<file path="src/rtl/fft_pkg.sv">
// rtl/fft_pkg.sv - shared FFT constants, twiddle generation and fixed-point helpers
package fft_pkg;

   localparam real PI = 3.14159265358979323846;

   // cos(x) by Taylor series; valid for x in [0, pi/2]
   function automatic real cos_poly(input real x);
      real term;
      real sum;
      term = 1.0;
      sum  = 1.0;
      for (int i = 1; i <= 12; i++) begin
         term = -term * x * x / real'((2 * i - 1) * (2 * i));
         sum  = sum + term;
      end
      return sum;
   endfunction

   // Angle of twiddle index k for an n-point transform
   function automatic real tw_angle(input int k, input int n);
      return 2.0 * PI * real'(k) / real'(n);
   endfunction

   // cos over [0, pi] folded onto the series range
   function automatic real tw_cos_real(input real th);
      if (th <= PI / 2.0) return cos_poly(th);
      else return -cos_poly(PI - th);
   endfunction

   // sin over [0, pi], always >= 0
   function automatic real tw_sin_real(input real th);
      real d;
      d = PI / 2.0 - th;
      if (d < 0.0) d = -d;
      return cos_poly(d);
   endfunction

   // round(x * 2^(tw-1)) clipped to the signed tw-bit range
   function automatic int tw_quant(input real x, input int tw);
      real s;
      int  r;
      int  mx;
      int  mn;
      s  = x * real'(longint'(1) << (tw - 1));
      if (s >= 0.0) r = $rtoi(s + 0.5);
      else r = -$rtoi(-s + 0.5);
      mx = (1 << (tw - 1)) - 1;
      mn = -mx - 1;
      if (r > mx) r = mx;
      if (r < mn) r = mn;
      return r;
   endfunction

   function automatic int tw_cos(input int k, input int n, input int tw);
      return tw_quant(tw_cos_real(tw_angle(k, n)), tw);
   endfunction

   function automatic int tw_sin(input int k, input int n, input int tw);
      return tw_quant(tw_sin_real(tw_angle(k, n)), tw);
   endfunction

   // Round-half-up then arithmetic shift right by sh
   function automatic longint round_shift(input longint x, input int sh);
      return (x + (longint'(1) << (sh - 1))) >>> sh;
   endfunction

   // Clamp to the signed w-bit range
   function automatic longint sat_val(input longint x, input int w);
      longint mx;
      longint mn;
      mx = (longint'(1) << (w - 1)) - 1;
      mn = -mx - 1;
      if (x > mx) return mx;
      else if (x < mn) return mn;
      else return x;
   endfunction

   // True when sat_val would clamp
   function automatic logic sat_hit(input longint x, input int w);
      longint mx;
      longint mn;
      mx = (longint'(1) << (w - 1)) - 1;
      mn = -mx - 1;
      return (x > mx) || (x < mn);
   endfunction

endpackage

</file>
<file path="src/rtl/twiddle_rom.sv">
// rtl/twiddle_rom.sv - combinational twiddle lookup, conjugated for inverse transforms
module twiddle_rom
   import fft_pkg::*;
#(
   parameter int N  = 8,
   parameter int TW = 16
) (
   input  logic [$clog2(N/2)-1:0] k,
   input  logic                   inverse,
   output logic signed [TW-1:0]   w_re,
   output logic signed [TW-1:0]   w_im
);

   logic signed [TW-1:0] cos_tab [N/2];
   logic signed [TW-1:0] sin_tab [N/2];

   for (genvar i = 0; i < N / 2; i++) begin : g_tab
      assign cos_tab[i] = TW'(tw_cos(i, N, TW));
      assign sin_tab[i] = TW'(tw_sin(i, N, TW));
   end

   // Forward twiddle is cos - j*sin; inverse flips the imaginary sign
   always_comb begin
      w_re = cos_tab[k];
      w_im = inverse ? sin_tab[k] : -sin_tab[k];
   end

endmodule

</file>
<file path="src/rtl/butterfly_pipe.sv">
// rtl/butterfly_pipe.sv - three-stage radix-2 butterfly with valid/ready flow control
module butterfly_pipe
   import fft_pkg::*;
#(
   parameter int DW    = 16,
   parameter int TW    = 16,
   parameter int N     = 8,
   parameter int SCALE = 1
) (
   input  logic                   clk,
   input  logic                   rst_n,
   input  logic                   in_valid,
   output logic                   in_ready,
   input  logic [$clog2(N/2)-1:0] k,
   input  logic                   inverse,
   input  logic signed [DW-1:0]   a_re,
   input  logic signed [DW-1:0]   a_im,
   input  logic signed [DW-1:0]   b_re,
   input  logic signed [DW-1:0]   b_im,
   output logic                   out_valid,
   input  logic                   out_ready,
   output logic signed [DW-1:0]   oa_re,
   output logic signed [DW-1:0]   oa_im,
   output logic signed [DW-1:0]   ob_re,
   output logic signed [DW-1:0]   ob_im,
   output logic                   ovf
);

   logic signed [TW-1:0] rom_re;
   logic signed [TW-1:0] rom_im;

   logic                 s1_valid;
   logic signed [DW-1:0] s1_a_re, s1_a_im, s1_b_re, s1_b_im;
   logic signed [TW-1:0] s1_w_re, s1_w_im;

   logic                 s2_valid;
   logic signed [DW-1:0] s2_a_re, s2_a_im;
   logic signed [DW:0]   s2_wb_re, s2_wb_im;

   logic ld1, ld2, ld3;

   longint prod_re, prod_im;
   longint sum_ar, sum_ai, sum_br, sum_bi;

   twiddle_rom #(.N(N), .TW(TW)) u_rom (
      .k       (k),
      .inverse (inverse),
      .w_re    (rom_re),
      .w_im    (rom_im)
   );

   // A stage loads when empty or when its contents move on; bubbles collapse
   assign ld3      = out_ready | ~out_valid;
   assign ld2      = ~s2_valid | ld3;
   assign ld1      = ~s1_valid | ld2;
   assign in_ready = ld1;

   // S1: capture operands and the looked-up twiddle
   always_ff @(posedge clk or negedge rst_n) begin
      if (!rst_n) begin
         s1_valid <= 1'b0;
         s1_a_re  <= '0;
         s1_a_im  <= '0;
         s1_b_re  <= '0;
         s1_b_im  <= '0;
         s1_w_re  <= '0;
         s1_w_im  <= '0;
      end else if (ld1) begin
         s1_valid <= in_valid;
         s1_a_re  <= a_re;
         s1_a_im  <= a_im;
         s1_b_re  <= b_re;
         s1_b_im  <= b_im;
         s1_w_re  <= rom_re;
         s1_w_im  <= rom_im;
      end
   end

   // Full-precision complex product W*B, rounded back to DW+1 bits below
   always_comb begin
      prod_re = longint'(s1_w_re) * longint'(s1_b_re) - longint'(s1_w_im) * longint'(s1_b_im);
      prod_im = longint'(s1_w_re) * longint'(s1_b_im) + longint'(s1_w_im) * longint'(s1_b_re);
   end

   // S2: register A and the rounded product
   always_ff @(posedge clk or negedge rst_n) begin
      if (!rst_n) begin
         s2_valid <= 1'b0;
         s2_a_re  <= '0;
         s2_a_im  <= '0;
         s2_wb_re <= '0;
         s2_wb_im <= '0;
      end else if (ld2) begin
         s2_valid <= s1_valid;
         s2_a_re  <= s1_a_re;
         s2_a_im  <= s1_a_im;
         s2_wb_re <= (DW+1)'(round_shift(prod_re, TW - 1));
         s2_wb_im <= (DW+1)'(round_shift(prod_im, TW - 1));
      end
   end

   // Sum and difference, optionally halved before saturation
   always_comb begin
      sum_ar = longint'(s2_a_re) + longint'(s2_wb_re);
      sum_ai = longint'(s2_a_im) + longint'(s2_wb_im);
      sum_br = longint'(s2_a_re) - longint'(s2_wb_re);
      sum_bi = longint'(s2_a_im) - longint'(s2_wb_im);
      if (SCALE != 0) begin
         sum_ar = sum_ar >>> 1;
         sum_ai = sum_ai >>> 1;
         sum_br = sum_br >>> 1;
         sum_bi = sum_bi >>> 1;
      end
   end

   // S3: saturate into the output register, held while the sink stalls
   always_ff @(posedge clk or negedge rst_n) begin
      if (!rst_n) begin
         out_valid <= 1'b0;
         oa_re     <= '0;
         oa_im     <= '0;
         ob_re     <= '0;
         ob_im     <= '0;
         ovf       <= 1'b0;
      end else if (ld3) begin
         out_valid <= s2_valid;
         oa_re     <= DW'(sat_val(sum_ar, DW));
         oa_im     <= DW'(sat_val(sum_ai, DW));
         ob_re     <= DW'(sat_val(sum_br, DW));
         ob_im     <= DW'(sat_val(sum_bi, DW));
         ovf       <= s2_valid & (sat_hit(sum_ar, DW) | sat_hit(sum_ai, DW) |
                                  sat_hit(sum_br, DW) | sat_hit(sum_bi, DW));
      end
   end

endmodule

</file>
<file path="config.mk">
export PLATFORM = sky130hd
export DESIGN_NAME = butterfly_pipe
export DESIGN_NICKNAME = d
export VERILOG_FILES = /design/src/rtl/fft_pkg.sv /design/src/rtl/twiddle_rom.sv /design/src/rtl/butterfly_pipe.sv
export SDC_FILE = /design/constraint.sdc
export NUM_CORES = 2
export LEC_CHECK = 0
export ABC_CLOCK_PERIOD_IN_PS = 7400
export BUFFER_PORTS_ARGS = -buffer_cell sky130_fd_sc_hd__buf_2
export CORE_AREA = 2 2 270 326
export DETAILED_ROUTE_END_ITERATION = 8
export DIE_AREA = 0 0 272 328
export PLACE_DENSITY = 0.8
export SKIP_CTS_REPAIR_TIMING = 1
export SLEW_MARGIN = 5
export SYNTH_ARGS = -nofsm -noshare
export SYNTH_HDL_FRONTEND = slang
export SYNTH_HIERARCHICAL = 1
export SYNTH_SLANG_ARGS = --single-unit
</file>
<file path="constraint.sdc">
create_clock -name clk -period 7.4 [get_ports clk]
set_input_delay 0.37 -clock clk [delete_from_list [all_inputs] [get_ports clk]]
set_output_delay 0.37 -clock clk [all_outputs]
set_load 0.01 [all_outputs]
</file>
# Word level (Yosys, flattened, before mapping)
# Index checks and enable logic that the tools add are counted.
# totals
ff_bits,230
elab_cells,70
output_inout_bits,67
in_bits,71
# op_classes
bitwise,11
mux,15
addsub,9
reduce_logical,4
n_lt_le_gt_ge,9
multipliers,4
# ops
op,count
$mux 16,13
$mul 16x16->32,4
$gt 17x16->1 const B,4
$lt 17x16->1 const B,4
$add 32x16->32 const B,2
$bmux 16 s2,2
$add 16x17->18,2
$sub 16x17->18,2
$add 32x32->32,1
$sub 32x32->32,1
$neg 16->16,1
$or 1x1->1,6
$logic_or 1x1->1,4
$ge 3x3->1 const B,1
$not 1->1,3
$not 2->3,1
$and 1x1->1,1

# Logic depth before layout (Yosys ltp)
# depth
ltp_word,7
mapped_depth,29
mapped_depth_nobuf,28

# Modules after synthesis
# Netlist, hierarchy kept.
# modules_own_cells
mod,seq_area_each_um2,n_inst,area_per_inst_um2,cells_per_inst
butterfly_pipe,5755.5,1,50958.9,5328
twiddle_rom,0.0,1,301.5,38

# Worst setup path after synthesis
# OpenSTA, ideal clock, no wires.
# synth_timing
path_kind,register to register
startpoint,reg s1_w_im[15]
endpoint,reg s2_wb_re[16]
arrival_ns,7.286
required_ns,7.263
setup_ns,0.137
setup_slack_ns,-0.023
stages_incl_launch_ff,28
n_path_buf,1
synth_period_minus_slack_ns,7.423
path_cell_list,dfrtp_1 clkbuf_1 nand2_1 inv_1 fa_1 inv_1 fa_1 inv_1 fa_1 inv_1 fa_1 fa_1 fa_1 fa_1 inv_1 fa_1 inv_1 ha_1 a21oi_1 o21a_1 nand2_1 o31ai_2 a21oi_1 nor3_2 nor3_1 a2111oi_0 xnor2_1 a21oi_1
# synth_via
elab_chain_cells,3
# synth_lines
item,line_no,rtl
start: declaration,butterfly_pipe.sv:34,"logic signed [TW-1:0] s1_w_re, s1_w_im;"
start signal: assignment,butterfly_pipe.sv:75,s1_w_im <= rom_im;
$mul 16x16->32,butterfly_pipe.sv:81,prod_re = longint'(s1_w_re) * longint'(s1_b_re) - longint'(s1_w_im) * longint'(s1_b_im);
$sub 32x32->32,butterfly_pipe.sv:81,
$add 32x16->32,fft_pkg.sv:64,return (x + (longint'(1) << (sh - 1))) >>> sh;
end signal: assignment,butterfly_pipe.sv:97,"s2_wb_re <= (DW+1)'(round_shift(prod_re, TW - 1));"
end: declaration,butterfly_pipe.sv:38,"logic signed [DW:0] s2_wb_re, s2_wb_im;"
# Every way passes these cells.
# A chain may end at the register's enable or synchronous reset.

# Final worst setup path
# layout_timing
startpoint,reg s1_w_im[8]
endpoint,reg s2_wb_re[12]
# The elaborated chain is that of the path after synthesis.

==> key figures <==
Detailed routing
  • WL per Instance: 20.1 um
  • Number of vias per cell after detailed routing: between 5 and 6
  • # DRC: 0
  • Sum of routed wire length over all layers: approximately 140000 um
  • Via count of the routed design: ~37000
  • Number of design-rule violations left by the first detailed-router iteration: around 2400
  • Residual antenna-violating net count after detailed routing: 0
  • Number of detailed-routing iterations run before antenna repair: 6

Yosys
  • Fraction of registers with async set or reset after synthesis: between 90% and 100%
  • Synth Area in Simple Gates: 13.7%
  • Number of library cell types mapped by synthesis: 84
  • Adder-Cell Fraction of Synth Area: about 54%
  • Mean cell area of the mapped netlist: between 9 and 10 sq um
  • Number of nets produced by synthesis: 6956
  • Xor/xnor share of the synthesized area: between 2 and 2.5%
  • Post-synthesis mux area share: between 2 and 2.5%
  • Synth Instances: roughly 5400
  • EDFF count, synth: 0
  • Share of the synthesized area in compound gates (AO/OA/AOI/OAI): 4.23%
  • Synthesis Warnings: 6
  • Sequential share of the synthesized area: between 10 and 15%
  • Combinational family with the most area after synthesis: adder cells
  • Synthesized flop and latch total: 230
  • Top flip-flop cell by instance count after synthesis: sky130_fd_sc_hd__dfrtp_1
  • Synthesized cell area: slightly above 50000 sq um

Cells and area
  • Most common cell after layout, fill and taps aside: sky130_fd_sc_hd__inv_1
  • Final cell count without fillers: ~6800
  • # nets final: about 7200
  • Proportion of layout cells with a drive suffix above 1: 14.0%
  • Utilization after layout: approximately two thirds
  • Leading cell types in the layout, fill and taps excluded: sky130_fd_sc_hd__inv_1, sky130_fd_sc_hd__fa_1, sky130_fd_sc_hd__nand2_1, sky130_fd_sc_hd__and2_1, sky130_fd_sc_hd__ha_1
  • Area added between synthesis and finish: 11.4%

Global routing
  • Initial antenna violation count: 7
  • Total Routing Usage GR: 30.9%
  • Pin count of the biggest net entering global routing: 155
  • Aggregate global routing overflow: 0
  • Via count of the first global-routing pass: between 40000 and 50000
  • First-pass GRT wire length: 213000 um

Run
  • Number of max-cap violations: 0

Floorplanning
  • FP Rows: 118
  • Placeable core area: roughly 86000 sq um
  • Floorplan die width: 272 um
  • Die Span Y: 328 um
  • Starting density of the core: 59.8%
  • Full die area: slightly below 90000 sq um
  • Top-level port count: about 140

STA
  • Max frequency: ~0.13 GHz
  • Final-report max-slew violation count: 0
  • Slew of the pin with the lowest slew margin: between 900 and 1000 ps
  • Total count of hold-check failures in the final report: 6
  • Ratio of final minimum period to clock period: 101%
  • Final count of negative-setup-slack endpoints: 4
  • Setup repair after global routing missed its margin: yes
  • Fin Clk Skew: between 40 and 50 ps
  • Worst setup margin: -72.5 ps
  • Relative slew slack: between 30% and 40%
  • Final critical-path required period: roughly 7500 ps
  • Tightest hold margin: -14.5 ps

Worst setup path
  • Largest fanout of any net on the critical path: 4
  • Delay of the slowest cell on the worst path: approximately 660 ps
  • Dominant cell type by count on the critical path: sky130_fd_sc_hd__fa_1
  • Kind of capture point of the worst setup path: register
  • Cell at the slowest stage of the critical path: sky130_fd_sc_hd__fa_1
  • Nature of the critical path startpoint: register
  • Required arrival time at the worst endpoint: between 7000 and 8000 ps
  • Class of the most critical setup path: register to register
  • Worst Path Arrival: approximately 8000 ps

Placement
  • Last weighted congestion value of the routability-driven placer: roughly 0.9
  • Number of cells in the design after placement: around 6600
  • Half-perimeter wire length after detailed placement: ~110000 um
  • Count of buffers from port buffering: approximately 140

Outcome
  • Outcome: complete, but fails checks
  • Failing checks: negative hold slack, negative setup slack

CTS
  • H-Tree Level Count: 1
  • Clk slew on worst S/H paths: about 60 ps
  • CTS buffer count: 29
  • Buffer cell driving the clock tree root: sky130_fd_sc_hd__clkbuf_16
  • CTS sink cnt: between 200 and 250
  • Clock insertion delay at the later pin of the skew report: between 600 and 700 ps
  • TritonCTS clock tree: done
  • Clock Path Buffers: 3

Min path
  • Path category of the worst min-delay check: input pin to register
synth_stat cells, types with 7 or more instances:
| cell type | instances | area (sq um) |
|---|---|---|
| sky130_fd_sc_hd__inv_1 | 1350 | 5070 |
| sky130_fd_sc_hd__fa_1 | 1153 | 23100 |
| sky130_fd_sc_hd__nand2_1 | 655 | 2460 |
| sky130_fd_sc_hd__and2_1 | 486 | 3040 |
| sky130_fd_sc_hd__ha_1 | 366 | 4580 |
| sky130_fd_sc_hd__clkbuf_1 | 235 | 882 |
| sky130_fd_sc_hd__dfrtp_1 | 230 | 5760 |
| sky130_fd_sc_hd__nor2_1 | 122 | 458 |
| sky130_fd_sc_hd__xnor2_1 | 101 | 885 |
| sky130_fd_sc_hd__mux2_2 | 95 | 1070 |
| sky130_fd_sc_hd__a21oi_1 | 92 | 460 |
| sky130_fd_sc_hd__nand2b_1 | 50 | 313 |
| sky130_fd_sc_hd__o21ai_0 | 40 | 200 |
| sky130_fd_sc_hd__nor2b_1 | 39 | 244 |
| sky130_fd_sc_hd__o21ai_1 | 29 | 145 |
| sky130_fd_sc_hd__buf_4 | 25 | 188 |
| sky130_fd_sc_hd__xor2_1 | 25 | 219 |
| sky130_fd_sc_hd__a21o_1 | 21 | 158 |
| sky130_fd_sc_hd__nor3_1 | 20 | 100 |
| sky130_fd_sc_hd__a22o_1 | 16 | 140 |
| sky130_fd_sc_hd__maj3_1 | 16 | 160 |
| sky130_fd_sc_hd__o21a_1 | 16 | 120 |
| sky130_fd_sc_hd__nand3_1 | 15 | 75.1 |
| sky130_fd_sc_hd__o31ai_1 | 12 | 90.1 |
| sky130_fd_sc_hd__buf_2 | 10 | 50.1 |
| sky130_fd_sc_hd__o22a_1 | 10 | 87.6 |
| sky130_fd_sc_hd__a31oi_1 | 9 | 56.3 |
| sky130_fd_sc_hd__or3_1 | 8 | 50.1 |
| sky130_fd_sc_hd__o211ai_1 | 7 | 52.6 |
critical path: cells and delay by family (launching register included):
kind            cells  cell delay (ps)
buf+inv             8              860
xor+xnor            1              150
compound gates      6              980
simple gates        3              700
fa+ha+maj           9             4190
flops               1              450
routing by layer:
metal | global-route usage, % | up-vias | part of all wire [%]
met5 | 0 | - | 0.049
met4 | 21.5 | 10 | 9.0
met3 | 4.44 | 574 | 6.8
met2 | 52.3 | 1567 | 49
met1 | 36.7 | 18900 | 35
li1 | - | 16100 | -
registers in the layout, indices dropped and copies added (netlist names):
register and flops:
s2_a_re 16, s2_wb_re 17, s2_valid 1, oa_im 16, s2_a_im 16, s2_wb_im 17, s1_a_re 16, ovf 1
s1_w_re 16, ob_im 16, s1_valid 1, s1_b_re 16, s1_w_im 16, s1_b_im 16, s1_a_im 16, oa_re 16
out_valid 1, ob_re 16
through the flow:
step	worst slack [ps]	TNS, ps	hold slack (ps)	area [sq um]
6_report	-72.5	-127	-14.5	57100
5_1_grt	-276	-2780	-0.366	57100
4_1_cts	-442	-3630	-273	55400
3_5_place_dp	-465	-3080	397	54400
3_3_place_gp	-343	-1590	397	54400
2_1_floorplan	12.1	0	74.4	51300
final timing paths:
| kind | slack, ps | startpoint | cells after the start | endpoint |
|---|---|---|---|---|
| max | -70 | s1_w_im[8] | 27 | s2_wb_re[12] |
| min | -10 | b_im[8] | 2 | s1_b_im[8] |
| max reg2reg | -70 | s1_w_im[8] | 27 | s2_wb_re[12] |
| min reg2reg | 460 | s1_a_re[3] | 2 | s2_a_re[3] |
| max in group asynchronous | 5690 | rst_n | 3 | s1_b_im[10] |
| min in group asynchronous | 300 | rst_n | 2 | ob_re[10] |
layout make-up:
class                   instances  area (sq um)
inverters                    1351          5080
well taps                    1140          1430
clock buffers                  40           837
multi-input cells            3507         39800
diodes                          5          12.5
fillers                      6368         28700
clock inverters                12           149
repair buffers                494          3990
flip-flops and latches        230          5810
cell families after synthesis:
family          count (synthesis)
fa+ha+maj                    1535
simple gates                 1429
buf+inv                      1629
mux                            99
compound gates                315
flops                         230
xor+xnor                      129
Power is left out: the tool's default activity adds up to more than one toggle a clock period on the data nets, which glitch-free logic cannot reach.
